--- src/rtl/lsu_mem_master.sv ---
// Load/store initiator for a 4-byte-wide, byte-addressed RAM without byte enables.
// Sub-word stores are performed as read-modify-write; loads return extended data.
//
// state  | meaning
// IDLE   | ready for a request
// LD     | read issued, extended load data captured at the edge
// RMW_RD | read of the target word for a byte/half store, merge buffer captured
// ST_WR  | single write cycle (merged sub-word or full word)
// RESP   | response held until consumed
module lsu_mem_master #(
    parameter logic [31:0] RAM_ORI = 32'h0020_0000,
    parameter logic [31:0] RAM_LEN = 32'h0010_0000
) (
    input  logic        clk_i,
    input  logic        rst_i,
    input  logic        req_valid_i,
    output logic        req_ready_o,
    input  logic        req_we_i,
    input  logic [1:0]  req_size_i,
    input  logic        req_unsigned_i,
    input  logic [31:0] req_addr_i,
    input  logic [31:0] req_wdata_i,
    output logic        resp_valid_o,
    input  logic        resp_ready_i,
    output logic [31:0] resp_rdata_o,
    output logic        resp_err_o,
    output logic        ram_wr_en_o,
    output logic [31:0] ram_wr_addr_o,
    output logic [31:0] ram_wr_data_o,
    output logic        ram_rd_en_o,
    output logic [31:0] ram_rd_addr_o,
    input  logic [31:0] ram_rd_data_i
);

    typedef enum logic [2:0] {
        S_IDLE, S_LD, S_RMW_RD, S_ST_WR, S_RESP
    } state_t;

    // Highest legal start address: the memory always touches 4 bytes.
    localparam logic [31:0] ADDR_LAST = RAM_ORI + RAM_LEN - 32'd4;

    state_t      r_state;
    state_t      w_next;
    logic        w_accept;
    logic        w_fault;
    logic [31:0] w_ld_ext;

    logic        r_we;
    logic        r_uns;
    logic [1:0]  r_size;
    logic [31:0] r_addr;
    logic [31:0] r_wdata;
    logic [31:0] r_merge;
    logic [31:0] r_rdata;
    logic        r_err;

    assign w_accept = req_valid_i && (r_state == S_IDLE);
    assign w_fault  = (req_size_i == 2'd3) || (req_addr_i < RAM_ORI) ||
                      (req_addr_i > ADDR_LAST);

    always_comb begin
        w_ld_ext = ram_rd_data_i;
        case (r_size)
            2'd0:    w_ld_ext = {{24{~r_uns & ram_rd_data_i[7]}}, ram_rd_data_i[7:0]};
            2'd1:    w_ld_ext = {{16{~r_uns & ram_rd_data_i[15]}}, ram_rd_data_i[15:0]};
            default: w_ld_ext = ram_rd_data_i;
        endcase
    end

    always_ff @(posedge clk_i or negedge rst_i) begin
        if (!rst_i) begin
            r_state <= S_IDLE;
        end else begin
            r_state <= w_next;
        end
    end

    always_comb begin
        w_next = r_state;
        case (r_state)
            S_IDLE: begin
                if (w_accept) begin
                    if (w_fault)                 w_next = S_RESP;
                    else if (!req_we_i)          w_next = S_LD;
                    else if (req_size_i == 2'd2) w_next = S_ST_WR;
                    else                         w_next = S_RMW_RD;
                end
            end
            S_LD:     w_next = S_RESP;
            S_RMW_RD: w_next = S_ST_WR;
            S_ST_WR:  w_next = S_RESP;
            S_RESP:   if (resp_ready_i) w_next = S_IDLE;
            default:  w_next = S_IDLE;
        endcase
    end

    always_ff @(posedge clk_i or negedge rst_i) begin
        if (!rst_i) begin
            r_we    <= 1'b0;
            r_uns   <= 1'b0;
            r_size  <= 2'd0;
            r_addr  <= 32'h0;
            r_wdata <= 32'h0;
            r_merge <= 32'h0;
            r_rdata <= 32'h0;
            r_err   <= 1'b0;
        end else begin
            if (w_accept) begin
                r_we    <= req_we_i;
                r_uns   <= req_unsigned_i;
                r_size  <= req_size_i;
                r_addr  <= req_addr_i;
                r_wdata <= req_wdata_i;
                r_rdata <= 32'h0;
                r_err   <= w_fault;
            end
            if (r_state == S_LD) begin
                r_rdata <= w_ld_ext;
            end
            if (r_state == S_RMW_RD) begin
                r_merge <= (r_size == 2'd0) ? {ram_rd_data_i[31:8], r_wdata[7:0]}
                                            : {ram_rd_data_i[31:16], r_wdata[15:0]};
            end
        end
    end

    // Outputs decode from the registered state only.
    always_comb begin
        req_ready_o   = 1'b0;
        resp_valid_o  = 1'b0;
        resp_rdata_o  = 32'h0;
        resp_err_o    = 1'b0;
        ram_wr_en_o   = 1'b0;
        ram_wr_addr_o = 32'h0;
        ram_wr_data_o = 32'h0;
        ram_rd_en_o   = 1'b0;
        ram_rd_addr_o = 32'h0;
        case (r_state)
            S_IDLE: req_ready_o = 1'b1;
            S_LD, S_RMW_RD: begin
                ram_rd_en_o   = 1'b1;
                ram_rd_addr_o = r_addr;
            end
            S_ST_WR: begin
                ram_wr_en_o   = 1'b1;
                ram_wr_addr_o = r_addr;
                ram_wr_data_o = (r_size == 2'd2) ? r_wdata : r_merge;
            end
            S_RESP: begin
                resp_valid_o = 1'b1;
                resp_rdata_o = r_we ? 32'h0 : r_rdata;
                resp_err_o   = r_err;
            end
            default: ;
        endcase
    end

    logic w_unused;
    assign w_unused = r_we & 1'b0;

endmodule

--- config.mk ---
export PLATFORM = sky130hd
export DESIGN_NAME = lsu_mem_master
export DESIGN_NICKNAME = d
export VERILOG_FILES = /design/src/rtl/lsu_mem_master.sv
export SDC_FILE = /design/constraint.sdc
export NUM_CORES = 1
export LEC_CHECK = 0
export ABC_AREA = 1
export CAP_MARGIN = 20
export CORE_MARGIN = 8
export CORE_UTILIZATION = 51
export CTS_BUF_LIST = sky130_fd_sc_hd__clkbuf_2 sky130_fd_sc_hd__clkbuf_4 sky130_fd_sc_hd__clkbuf_8
export DETAILED_ROUTE_END_ITERATION = 6
export DONT_BUFFER_PORTS = 1
export MAX_ROUTING_LAYER = met4
export PLACE_DENSITY = 0.66
export SLEW_MARGIN = 10
export SYNTH_ARGS = -nofsm -noshare
export SYNTH_HDL_FRONTEND = slang
export SYNTH_SLANG_ARGS = --single-unit
--- constraint.sdc ---
create_clock -name clk_i -period 1.9 [get_ports clk_i]
set_input_delay 0.095 -clock clk_i [delete_from_list [all_inputs] [get_ports clk_i]]
set_output_delay 0.095 -clock clk_i [all_outputs]
set_load 0.01 [all_outputs]
==> summary.txt, run 1 <==
Route
  – Drt pass-1 iters: 5
  – DRC Markers: 0
  – Initial DRC count: 681
  – Antenna viol nets, final: 0
  – WL/cell: 18.85 µm
  – Vias: 6716
  – Routed wire length: 23230 µm
  – Via/cell ratio: 5.451

Power and ir drop
  – Power Density: 1083 mW/mm²
  – P_leak: 4.348 nW
  – Peak VDD IR: 0.0007850 V
  – Overall power: 10.16 mW

Yosys
  – Cells after Synth: 873
  – Sequential area share after synthesis: 51.83%
  – Post-synth top area share: 51.83%
  – Synth cell types: 25
  – Syn_area_per_cell: 7.522 µm²
  – Post-Syn Nets: 977
  – Top cell type by total area after synthesis: dfrtp_1
  – YS warnings: 0
  – Largest cells by area after synthesis: dfrtp_1, nand2_1, o21ai_0
  – Mapped cell area: 0.006566 mm²
  – Synth Register Bits: 136

Setup path
  – Crit path capture type: output port
  – CP top delay family: simple AND/OR/NAND/NOR gates
  – Critical-path cell list: nor3_4 > inv_2 > or2_4 > clkbuf_16 > nor2_2 > buf_4
  – Max stage delay on crit path: 440 ps
  – Buf/Inv on CP: 3
  – CP Class: reg -> out
  – Worst setup SP type: register
  – Crit path DAT: 1900 ps
  – Crit path max fanout: 8
  – CP required: 1800 ps
  – Slowest cell on crit path: dfrtp_1

CTS
  – Root Buffer: clkbuf_8
  – Latest clock arrival within the worst-skew pair: 450 ps
  – Clk slew on worst S/H paths: 80 ps
  – Clock H-tree levels: 4
  – CTS tree: built
  – Sink Count: 136
  – Total CTS buffers: 17
  – Clock Tree Buf Depth: 2
  – CTS Hold Bufs: 102

Placed design
  – Dpl cell area: 0.007158 mm²
  – Routability-driven placement congestion ratio: 0.9078
  – Number of buffers added on ports: 0
  – Hpwl dp: 13650 µm
  – Cell total after placement: 1076

STA
  – Tmin final: 1994 ps
  – Total negative setup slack: -1748 ps
  – Unrepaired setup endpoints after global routing: yes
  – Worst hold slack: -649.1 ps
  – Least-Margin Pin Slew: 436.7 ps
  – Final hold vios: 136
  – Final Cycle Share: 104.9%
  – Clk_skew: 13.51 ps
  – Peak Freq: 501.6 MHz
  – Slew headroom: 70.85%
  – Setup WS post-layout: -93.78 ps
  – Setup violations, final: 32
  – Final Max Slew Viols: 0

GRT
  – Global-route wire length before repair: 33550 µm
  – Vias in the first global route: 6633
  – Largest net degree at the start of global routing: 137
  – Initial antenna violation count: 1
  – GR Overflow Total: 0
  – Global-route usage over all layers: 26.17%

Finish
  – Fin util: 74.29%
  – Area grow syn2layout: 42.78%
  – Post-layout nets: 1151
  – Non-Filler Instances: 1232
  – Fillers: 915
  – Final instance area: 0.009375 mm²
  – Share of layout cells above drive strength 1: 23.42%

Floorplan
  – Die Width: 129.5 µm
  – Core area: 0.01262 mm²
  – Cell Rows: 41
  – Top-Level Pins: 237
  – Initial Util: 52.03%
  – Die ar.: 0.01676 mm²
  – Die Span Y: 129.5 µm

Outcome
  – Failing checks: negative hold slack, negative setup slack
  – Outcome: complete, but fails checks

Job
  – Max Cap Violations: 0

Min path
  – HP Class: in -> async
stage by stage:
stage | hold slack, ps | setup WS (ps)
6_report | -649.1 | -93.78
5_1_grt | -695.8 | -162.3
4_1_cts | -683.8 | -95.81
3_5_place_dp | -196.3 | 153.1
3_3_place_gp | -195.8 | 245.4
2_1_floorplan | -200.6 | 357.9
registers in the layout (all words and copies together) (netlist names):
register / cells
r_err: 1
r_uns: 1
r_wdata: 32
r_addr: 32
r_state: 3
r_rdata: 32
r_we: 1
r_merge: 32
r_size: 2
cell families (layout without fill, tap and decap cells):
| kind of cell | count (synthesis) | in the layout | synth area share, % |
|---|---|---|---|
| other | 0 | 1 | 0 |
| buffers and inverters | 161 | 346 | 10.25 |
| AND/OR/NAND/NOR | 389 | 390 | 23.13 |
| AO/OA/AOI/OAI | 187 | 187 | 14.79 |
| flip-flops | 136 | 136 | 51.83 |
layout make-up:
class | count | area [µm²] | area share [%]
sequential | 136 | 3407 | 36.34
multi-input combinational | 577 | 2944 | 31.40
timing repair buffer | 200 | 1892 | 20.18
inverter | 113 | 459.2 | 4.898
clock buffer | 19 | 261.5 | 2.789
tap | 172 | 215.2 | 2.295
clock inverter | 12 | 175.2 | 1.868
timing repair inverter | 2 | 18.77 | 0.2002
antenna | 1 | 2.502 | 0.02669
cells in the mapped netlist:
cell type  instances
a21oi_1           43
clkbuf_2           4
nor2_2             2
o21ai_0          112
inv_1            103
buf_6              5
nand3b_1           1
nor2_1           131
or2_1              2
o21ai_1            5
nand3_1            7
nor3_1             1
o211ai_1           1
dfrtp_1          136
buf_2             18
nand2_1          238
nand4_1            2
clkbuf_1          20
nor3_2             2
a31oi_1            1
inv_2             10
buf_4              1
nor3_4             1
nand2_2            2
o22ai_1           25
cell usage in the layout (no fill, tap or decap), drive strengths merged:
cell type and instances:
bufinv 4, nor2 134, inv 113, nor3 4, o211ai 1, nand3 7, clkinv 5, diode 1
o22ai 25, dfrtp 136, nand3b 1, nand4 2, dlygate4sd3 102, or2 2, buf 95, o21ai 117
a31oi 1, clkinvlp 5, a21oi 43, nand2 240, clkbuf 22
timing repair:
action,CTS,global route
endpoints found under the setup margin,128,212
resized for setup,89,79
endpoints found under the hold margin,264,136
pin swaps,2,8
setup buffers,2,13
gates cloned,1,6
layer usage:
metal / wire length, µm / global-route usage [%] / up-vias
met5: 0 / - / -
met4: 641 / 11.07 / 0
met3: 1891 / 7.395 / 53
met2: 11480 / 41.67 / 361
met1: 9221 / 30.63 / 3225
li1: - / - / 3077
final timing paths:
| kind | startpoint | end | slack (ps) | depth (start not counted) |
|---|---|---|---|---|
| max | r_state[1]$_DFFE_PN0P_ | resp_rdata_o[21] | -90 | 6 |
| min | rst_i | r_addr[23]$_DFFE_PN0P_ | -650 | 0 |
| max reg2reg | r_state[2]$_DFFE_PN0P_ | r_rdata[29]$_DFFE_PN0P_ | 120 | 10 |
| min reg2reg | r_merge[28]$_DFFE_PN0N_ | r_merge[28]$_DFFE_PN0N_ | 480 | 2 |
| max in group asynchronous | rst_i | r_state[2]$_DFFE_PN0P_ | 2210 | 0 |
| min in group clk_i | req_addr_i[21] | r_state[0]$_DFFE_PN0P_ | 80 | 4 |
where the power goes:
part	switching [mW]	leakage, nW	internal (mW)
sequential	0.345	1.67	3.64
clock	1.12	0.214	1.49
combinational	2.37	2.47	1.20
Power figures use the tool's default switching activity.
==> run 2, diff against run 1 <==
--- a/config.mk
+++ b/config.mk
@@ -5,7 +5,6 @@
 export SDC_FILE = /design/constraint.sdc
 export NUM_CORES = 1
 export LEC_CHECK = 0
-export ABC_AREA = 1
 export CAP_MARGIN = 20
 export CORE_MARGIN = 8
 export CORE_UTILIZATION = 51
==> run 2 against run 1 <==
Effect of this change: the run ends with negative hold slack left; global-route usage decreased by 1.3 points; synthesized cell count down 30%; maximum frequency grew 6.4%; register-to-register slack worse by 20 ps; clock power decreased by 6%; critical endpoint is now ram_rd_addr_o[30]; highest routed layer unchanged.
==> summary.txt, run 2 <==
Outcome
  – Outcome: complete, but fails checks
  – Failing checks: negative hold slack

Setup path
  – RR Startpoint: r_state[1]$_DFFE_PN0P_
  – CP Class: reg -> out
  – CP required: 1800 ps (about the same)
  – Worst setup SP type: register
  – Crit path max fanout: 17 (+9)
  – Crit path capture type: output port
  – Crit path DAT: 1780 ps (-120 ps)
  – R2r setup slk: 100 ps (-20 ps)
  – R2r worst-path depth: 5 (-5)
  – Worst r2r dst: r_addr[3]$_DFFE_PN0P_

STA
  – Slew headroom: 48.87% (-22 points)
  – Worst hold slack: -659.3 ps (-10.16 ps)
  – Tmin final: 1874 ps (-119.6 ps)
  – Final Cycle Share: 98.64% (-6.3 points)
  – Least-Margin Pin Slew: 766.9 ps (+330.2 ps)
  – Setup violations, final: 0 (-100%)
  – Setup WS post-layout: 25.84 ps (+119.6 ps)
  – Peak Freq: 533.6 MHz (+6.4%)
  – Unrepaired setup endpoints after global routing: yes
  – Clk_skew: 11.05 ps (-2.458 ps)
  – Final hold vios: 136 (unchanged)
  – Final Max Slew Viols: 0 (unchanged)

Placed design
  – Cell total after placement: 790 (-27%)
  – Pre-CTS WS: -73.89 ps (-227.0 ps)
  – Number of buffers added on ports: 0 (unchanged)
  – Routability-driven placement congestion ratio: 0.8163 (-10%)
  – Dpl cell area: 0.006967 mm² (-2.7%)
  – Hpwl dp: 12250 µm (-10%)

Yosys
  – Post-synth top area share: 51.83% (unchanged)
  – Synth Area in Compound Gates: 8.632% (-6.2 points)
  – Synth cell types: 34 (+36%)
  – Syn_area_per_cell: 10.73 µm² (+43%)
  – Synth Register Bits: 136 (unchanged)
  – Post-synth top flop: dfrtp_1
  – Post-synthesis simple-gate area fraction: 19.68% (-3.4 points)
  – Largest cells by area after synthesis: dfrtp_1, mux2_2, and2_1
  – Cells after Synth: 612 (-30%)
  – Most frequent cell after synthesis: dfrtp_1
  – XOR/XNOR share of the synthesized area: 0% (unchanged)
  – Top cell type by total area after synthesis: dfrtp_1
  – Number of synthesized flops with an enable pin: 0 (unchanged)
  – Post-Syn Nets: 716 (-27%)
  – Main combinational cell family by area after synthesis: simple AND/OR/NAND/NOR gates
  – YS warnings: 0 (unchanged)
  – Most instantiated cells after synthesis: dfrtp_1, nand2_1, mux2_2
  – Mapped cell area: 0.006566 mm² (unchanged)
  – Sequential area share after synthesis: 51.83% (unchanged)
  – Post-synthesis adder-cell area fraction: 0% (unchanged)
  – Mux cell area share after synthesis: 15.93% (+16 points)
  – Post-synth ARST share: 100.0% (unchanged)

CTS
  – Root Buffer: clkbuf_8
  – CTS Hold Bufs: 101 (-0.98%)
  – Total CTS buffers: 17 (unchanged)
  – CTS tree: built
  – Latest clock arrival within the worst-skew pair: 450 ps (about the same)
  – Sink Count: 136 (unchanged)
  – Clock H-tree levels: 4 (unchanged)
  – Clock Tree Buf Depth: 2 (unchanged)
  – Clk slew on worst S/H paths: 70 ps (about the same)

Power and ir drop
  – Int Pwr: 6.574 mW (+3.9%)
  – Sequential share of power: 43.7% (+4.5 points)
  – Clock power share: 25.2% (-0.4 points)
  – Peak VDD IR: 0.0007290 V (-7.1%)
  – Sw Pwr: 3.138 mW (-18%)
  – Net Sw Frac: 32.31% (-5.4 points)
  – Power Density: 1087 mW/mm² (+0.36%)
  – Logic pwr share: 31.1% (-4.1 points)
  – P_leak: 3.840 nW (-12%)

Route
  – Routed wire length: 20840 µm (-10%)
  – Vias: 5316 (-21%)
  – Antenna viol nets, final: 0 (unchanged)
  – WL/cell: 22.24 µm (+18%)
  – DRC Markers: 0 (unchanged)
  – Initial DRC count: 404 (-41%)
  – Via/cell ratio: 5.673 (+4.1%)
  – Drt pass-1 iters: 4 (-1)

Finish
  – Most frequent cells in the layout: dfrtp_1, dlygate4sd3_1, nand2_1
  – Non-Filler Instances: 937 (-24%)
  – Final instance area: 0.008934 mm² (-4.7%)
  – Share of layout cells above drive strength 1: 39.79% (+16 points)
  – Fin util: 70.79% (-3.5 points)
  – Post-layout nets: 856 (-26%)
  – Most common cell after layout, fill and taps aside: dfrtp_1
  – Area grow syn2layout: 36.05%
  – Fillers: 898 (-1.9%)

Floorplan
  – Die ar.: 0.01676 mm² (unchanged)
  – Top-Level Pins: 237 (unchanged)
  – Cell Rows: 41 (unchanged)
  – Core area: 0.01262 mm² (unchanged)
  – Die Width: 129.5 µm (unchanged)
  – Initial Util: 52.03% (unchanged)
  – Die Span Y: 129.5 µm (unchanged)

GRT
  – GR Overflow Total: 0 (unchanged)
  – Largest net degree at the start of global routing: 137 (unchanged)
  – Global-route wire length before repair: 31220 µm (-6.9%)
  – Vias in the first global route: 5624 (-15%)
  – Initial antenna violation count: 1 (unchanged)
  – Global-route usage over all layers: 24.86% (-1.3 points)

Min path
  – HP Class: in -> async

Job
  – Max Cap Violations: 0 (unchanged)
run 2: cell types whose count changed after synthesis, moves of 10 or more:
cell       previous run  this run
o22ai_1              25         0
and2_1                0        67
inv_1               103         3
mux2_2                0        85
nand2_1             238        98
nor2_1              131        14
o2bb2ai_1             0        24
o21ai_0             112        11
inv_2                10         0
nor2b_1               0        49
run 2: layout make-up:
| type | instances | area (µm²) | share of cell area [%] |
|---|---|---|---|
| multi-input cells | 432 | 3272 | 36.62 |
| diodes | 1 | 2.502 | 0.02801 |
| well taps | 172 | 215.2 | 2.409 |
| inverters | 3 | 11.26 | 0.1261 |
| repair buffers | 162 | 1615 | 18.08 |
| clock buffers | 24 | 317.8 | 3.557 |
| flip-flops and latches | 136 | 3408 | 38.15 |
| clock inverters | 7 | 91.34 | 1.022 |
run 2: how the worst max path moves through the flow:
stage | start | endpoint | slack, ps | cells after the start
floorplan | r_state[2]$_DFFE_PN0P_ | r_addr[0]$_DFFE_PN0P_ | 250 | 6
global placement | r_state[1]$_DFFE_PN0P_ | ram_rd_addr_o[26] | 40 | 4
detailed placement | r_state[1]$_DFFE_PN0P_ | ram_rd_addr_o[26] | -70 | 4
CTS | r_state[0]$_DFFE_PN0P_ | ram_rd_addr_o[21] | -4 | 6
global route | r_state[1]$_DFFE_PN0P_ | ram_rd_addr_o[6] | -70 | 4
finish | r_state[0]$_DFFE_PN0P_ | ram_rd_addr_o[30] | 30 | 6
run 2: kinds of logic (layout without fill, tap and decap cells):
family,Yosys count,count (layout)
and+or+nand+nor,247,249
DFF,136,136
muxes,93,93
AOI/OAI and AO/OA,90,90
buffers and inverters,46,196
other,0,1
run 2: power by group through the flow:
stage / Combinational, mW / Clock (mW) / Sequential, mW
final: 3.02 / 2.45 / 4.25
after global routing: 3.23 / 2.61 / 4.33
after CTS: 2.80 / 2.49 / 4.20
after detailed placement: 2.46 / 0 / 4.24
after global placement: 2.37 / 0 / 4.20
after floorplan: 1.97 / 0 / 4.02
run 2: timing repair:
item,in CTS,in global routing
pin swaps,2,1
setup buffers,5,4
endpoints found under the setup margin,97,129
cloned,3,3
gates resized for setup,54,88
endpoints found under the hold margin,263,136
run 2: per-stage QoR:
step	hold slack (ps)	total power, mW	TNS [ps]
floorplan	-200.6	5.993	0
global placement	-194.7	6.568	0
detailed placement	-195.2	6.696	-1575
CTS	-686.8	9.487	-12.73
global route	-694.2	10.18	-1872
finish	-659.3	9.713	0
run 2: per-layer routing:
layer	up-vias	track usage, %	part of all wire, %
met1	2716	28.81	39
li1	2350	-	-
met5	-	-	0
met3	47	6.902	7.2
met2	203	40.20	51
met4	0	10.11	2.8
run 2: worst max-delay path, cell delays in order (launching register included):
cell and delay [ps]:
dfrtp_2 450, buf_6 130, nor3b_4 200, buf_4 150, nor2_4 30, buf_12 160, nor2b_2 190
==> run 3, diff against run 2 <==
==> constraint.sdc (replaced) <==
create_clock -name clk_i -period 1.9 [get_ports clk_i]
set_input_delay 0.38 -clock clk_i [delete_from_list [all_inputs] [get_ports clk_i]]
set_output_delay 0.38 -clock clk_i [all_outputs]
set_load 0.01 [all_outputs]
==> run 3 against run 2 <==
Effect of this change: the flow finishes with violations (negative hold slack, negative setup slack); total power grew 14%; global-route usage rose by 1.6 points; register-to-register slack got worse by 110 ps; cell area grew 5.5%; core utilization grew 3.9 points; first-iteration DRC count up 11%.
==> summary.txt, run 3 (same netlist as run 2, synthesis figures left out) <==
Setup path
  – Crit path capture type: output port
  – CP top delay family: simple AND/OR/NAND/NOR gates
  – Max stage delay on crit path: 430 ps (-20 ps)
  – CP required: 1520 ps (-280 ps)
  – Crit path DAT: 1880 ps (+100 ps)
  – Slowest cell on crit path: dfrtp_1
  – Critical-path cell list: buf_6 > nor2_4 > and2_4 > and2b_4 > buf_6 > and2_4
  – CP Class: reg -> out
  – Worst setup SP type: register
  – Crit path max fanout: 6 (-11)
  – Buf/Inv on CP: 2 (-1)

STA
  – Final Max Slew Viols: 0 (unchanged)
  – Least-Margin Pin Slew: 601.2 ps (-165.7 ps)
  – Tmin final: 2256 ps (+381.4 ps)
  – Worst hold slack: -383.8 ps (+275.5 ps)
  – Final Cycle Share: 118.7% (+20 points)
  – Setup WS post-layout: -355.6 ps (-381.4 ps)
  – Peak Freq: 443.4 MHz (-17%)
  – Final hold vios: 136 (unchanged)
  – Setup violations, final: 132 (+132)
  – Unrepaired setup endpoints after global routing: yes
  – Slew headroom: 59.82% (+11 points)
  – Clk_skew: 6.199 ps (-4.853 ps)

GRT
  – Largest net degree at the start of global routing: 137 (unchanged)
  – Vias in the first global route: 5614 (-0.18%)
  – GR Overflow Total: 0 (unchanged)
  – Global-route usage over all layers: 26.48% (+1.6 points)
  – Global-route wire length before repair: 32500 µm (+4.1%)
  – Initial antenna violation count: 0 (-1)

Finish
  – Most frequent cells in the layout: dfrtp_1, mux2_2, and2_4
  – Fillers: 805 (-10%)
  – Post-layout nets: 813 (-5.0%)
  – Most common cell after layout, fill and taps aside: dfrtp_1
  – Share of layout cells above drive strength 1: 59.58% (+20 points)
  – Multi-input gate area: 0.003908 mm² (+19%)
  – Fin util: 74.71% (+3.9 points)
  – Antenna diodes: 0 (-1)
  – Register area: 0.003405 mm² (-0.11%)
  – Area grow syn2layout: 43.58%
  – Non-Filler Instances: 892 (-4.8%)

Power and ir drop
  – Int Pwr: 7.215 mW (+9.7%)
  – Power Density: 1170 mW/mm² (+7.6%)
  – Sw Pwr: 3.812 mW (+21%)
  – Net Sw Frac: 34.57% (+2.3 points)
  – Clock power share: 20.7% (-4.5 points)
  – Logic pwr share: 39.7% (+8.6 points)
  – P_leak: 4.125 nW (+7.4%)
  – Peak VDD IR: 0.0007596 V (+4.2%)
  – Sequential share of power: 39.6% (-4.1 points)

Floorplan
  – Die ar.: 0.01676 mm² (unchanged)
  – Die Span Y: 129.5 µm (unchanged)
  – Core area: 0.01262 mm² (unchanged)
  – Top-Level Pins: 237 (unchanged)
  – Cell Rows: 41 (unchanged)
  – Die Width: 129.5 µm (unchanged)
  – Initial Util: 52.03% (unchanged)

Placed design
  – Number of buffers added on ports: 0 (unchanged)
  – Hpwl dp: 12200 µm (-0.43%)
  – Cell total after placement: 798 (+1.0%)
  – Routability-driven placement congestion ratio: 0.7931 (-2.8%)

CTS
  – Latest clock arrival within the worst-skew pair: 460 ps (about the same)
  – Clk slew on worst S/H paths: 70 ps (about the same)
  – Sink Count: 136 (unchanged)
  – Clock H-tree levels: 4 (unchanged)
  – Total CTS buffers: 17 (unchanged)
  – Clock Tree Buf Depth: 2 (unchanged)
  – Root Buffer: clkbuf_8
  – CTS tree: built

Route
  – Initial DRC count: 449 (+11%)
  – Via/cell ratio: 5.984 (+5.5%)
  – DRC Markers: 0 (unchanged)
  – Antenna viol nets, final: 0 (unchanged)
  – WL/cell: 26.55 µm (+19%)
  – Vias: 5338 (+0.41%)
  – Routed wire length: 23680 µm (+14%)
  – Drt pass-1 iters: 5 (+1)

Job
  – Max Cap Violations: 0 (unchanged)

Min path
  – HP Class: in -> async

Outcome
  – Failing checks: negative hold slack, negative setup slack
  – Outcome: complete, but fails checks
-- run 3: cell count changes in the layout (fill, tap and decap cells not counted), sizes merged --
cell / previous run / this run
diode: 1 / 0
dlygate4sd3: 101 / 0
buf: 60 / 106
bufinv: 2 / 0
nor2: 17 / 21
inv: 3 / 2
clkbuf: 25 / 38
clkinv: 4 / 1
-- run 3: path summary, 6_finish.rpt --
path | to | cells past startpoint | slack [ps] | from
max reg2reg | r_wdata[20]$_DFFE_PN0P_ | 7 | -10 | r_state[0]$_DFFE_PN0P_
min | r_merge[15]$_DFFE_PN0N_ | 0 | -380 | rst_i
max in group asynchronous | r_wdata[6]$_DFFE_PN0P_ | 0 | 2030 | rst_i
min reg2reg | r_rdata[28]$_DFFE_PN0P_ | 1 | 490 | r_rdata[28]$_DFFE_PN0P_
max | resp_rdata_o[17] | 6 | -360 | r_state[1]$_DFFE_PN0P_
min in group clk_i | r_rdata[0]$_DFFE_PN0P_ | 2 | 50 | ram_rd_data_i[0]
-- run 3: power groups by stage --
stage	combinational (mW)	sequential, mW	clock, mW
after floorplan	1.97	4.02	0
after global placement	2.45	4.18	0
after detailed placement	2.51	4.22	0
after CTS	4.04	4.29	2.30
after global routing	4.60	4.46	2.42
final	4.38	4.37	2.28
-- run 3: per-layer routing --
layer	routed length [µm]	part of all wire, %	vias to the layer above	track usage [%]
met5	0	0	-	-
met3	1978	8.4	44	8.422
met1	8995	38	2760	30.73
met4	496	2.1	0	8.607
li1	-	-	2282	-
met2	12210	52	252	42.92
-- run 3: cell type report --
cell class / instances / area share (%)
multi-input combinational: 436 / 41.45
sequential: 136 / 36.11
timing repair buffer: 115 / 15.90
clock buffer: 29 / 3.902
tap: 172 / 2.283
inverter: 3 / 0.2787
clock inverter: 1 / 0.07963
-- run 3: timing repair --
item / CTS / global route
hold endpoints to repair: 136 / 136
pin swaps: 62 / 24
cloned: 17 / 14
setup endpoints to repair: 130 / 207
buffers inserted: 30 / 13
resized for setup: 267 / 83
-- run 3: per-stage QoR --
step | cell area, µm² | setup WS, ps | TNS, ps | power [mW]
after detailed placement | 7027 | -396.0 | -9626 | 6.739
after CTS | 8855 | -335.3 | -28880 | 10.63
final | 9428 | -355.6 | -37350 | 11.03
after floorplan | 6566 | 158.2 | 0 | 5.993
after global routing | 9428 | -417.2 | -44550 | 11.48
after global placement | 7027 | -250.7 | -5647 | 6.628
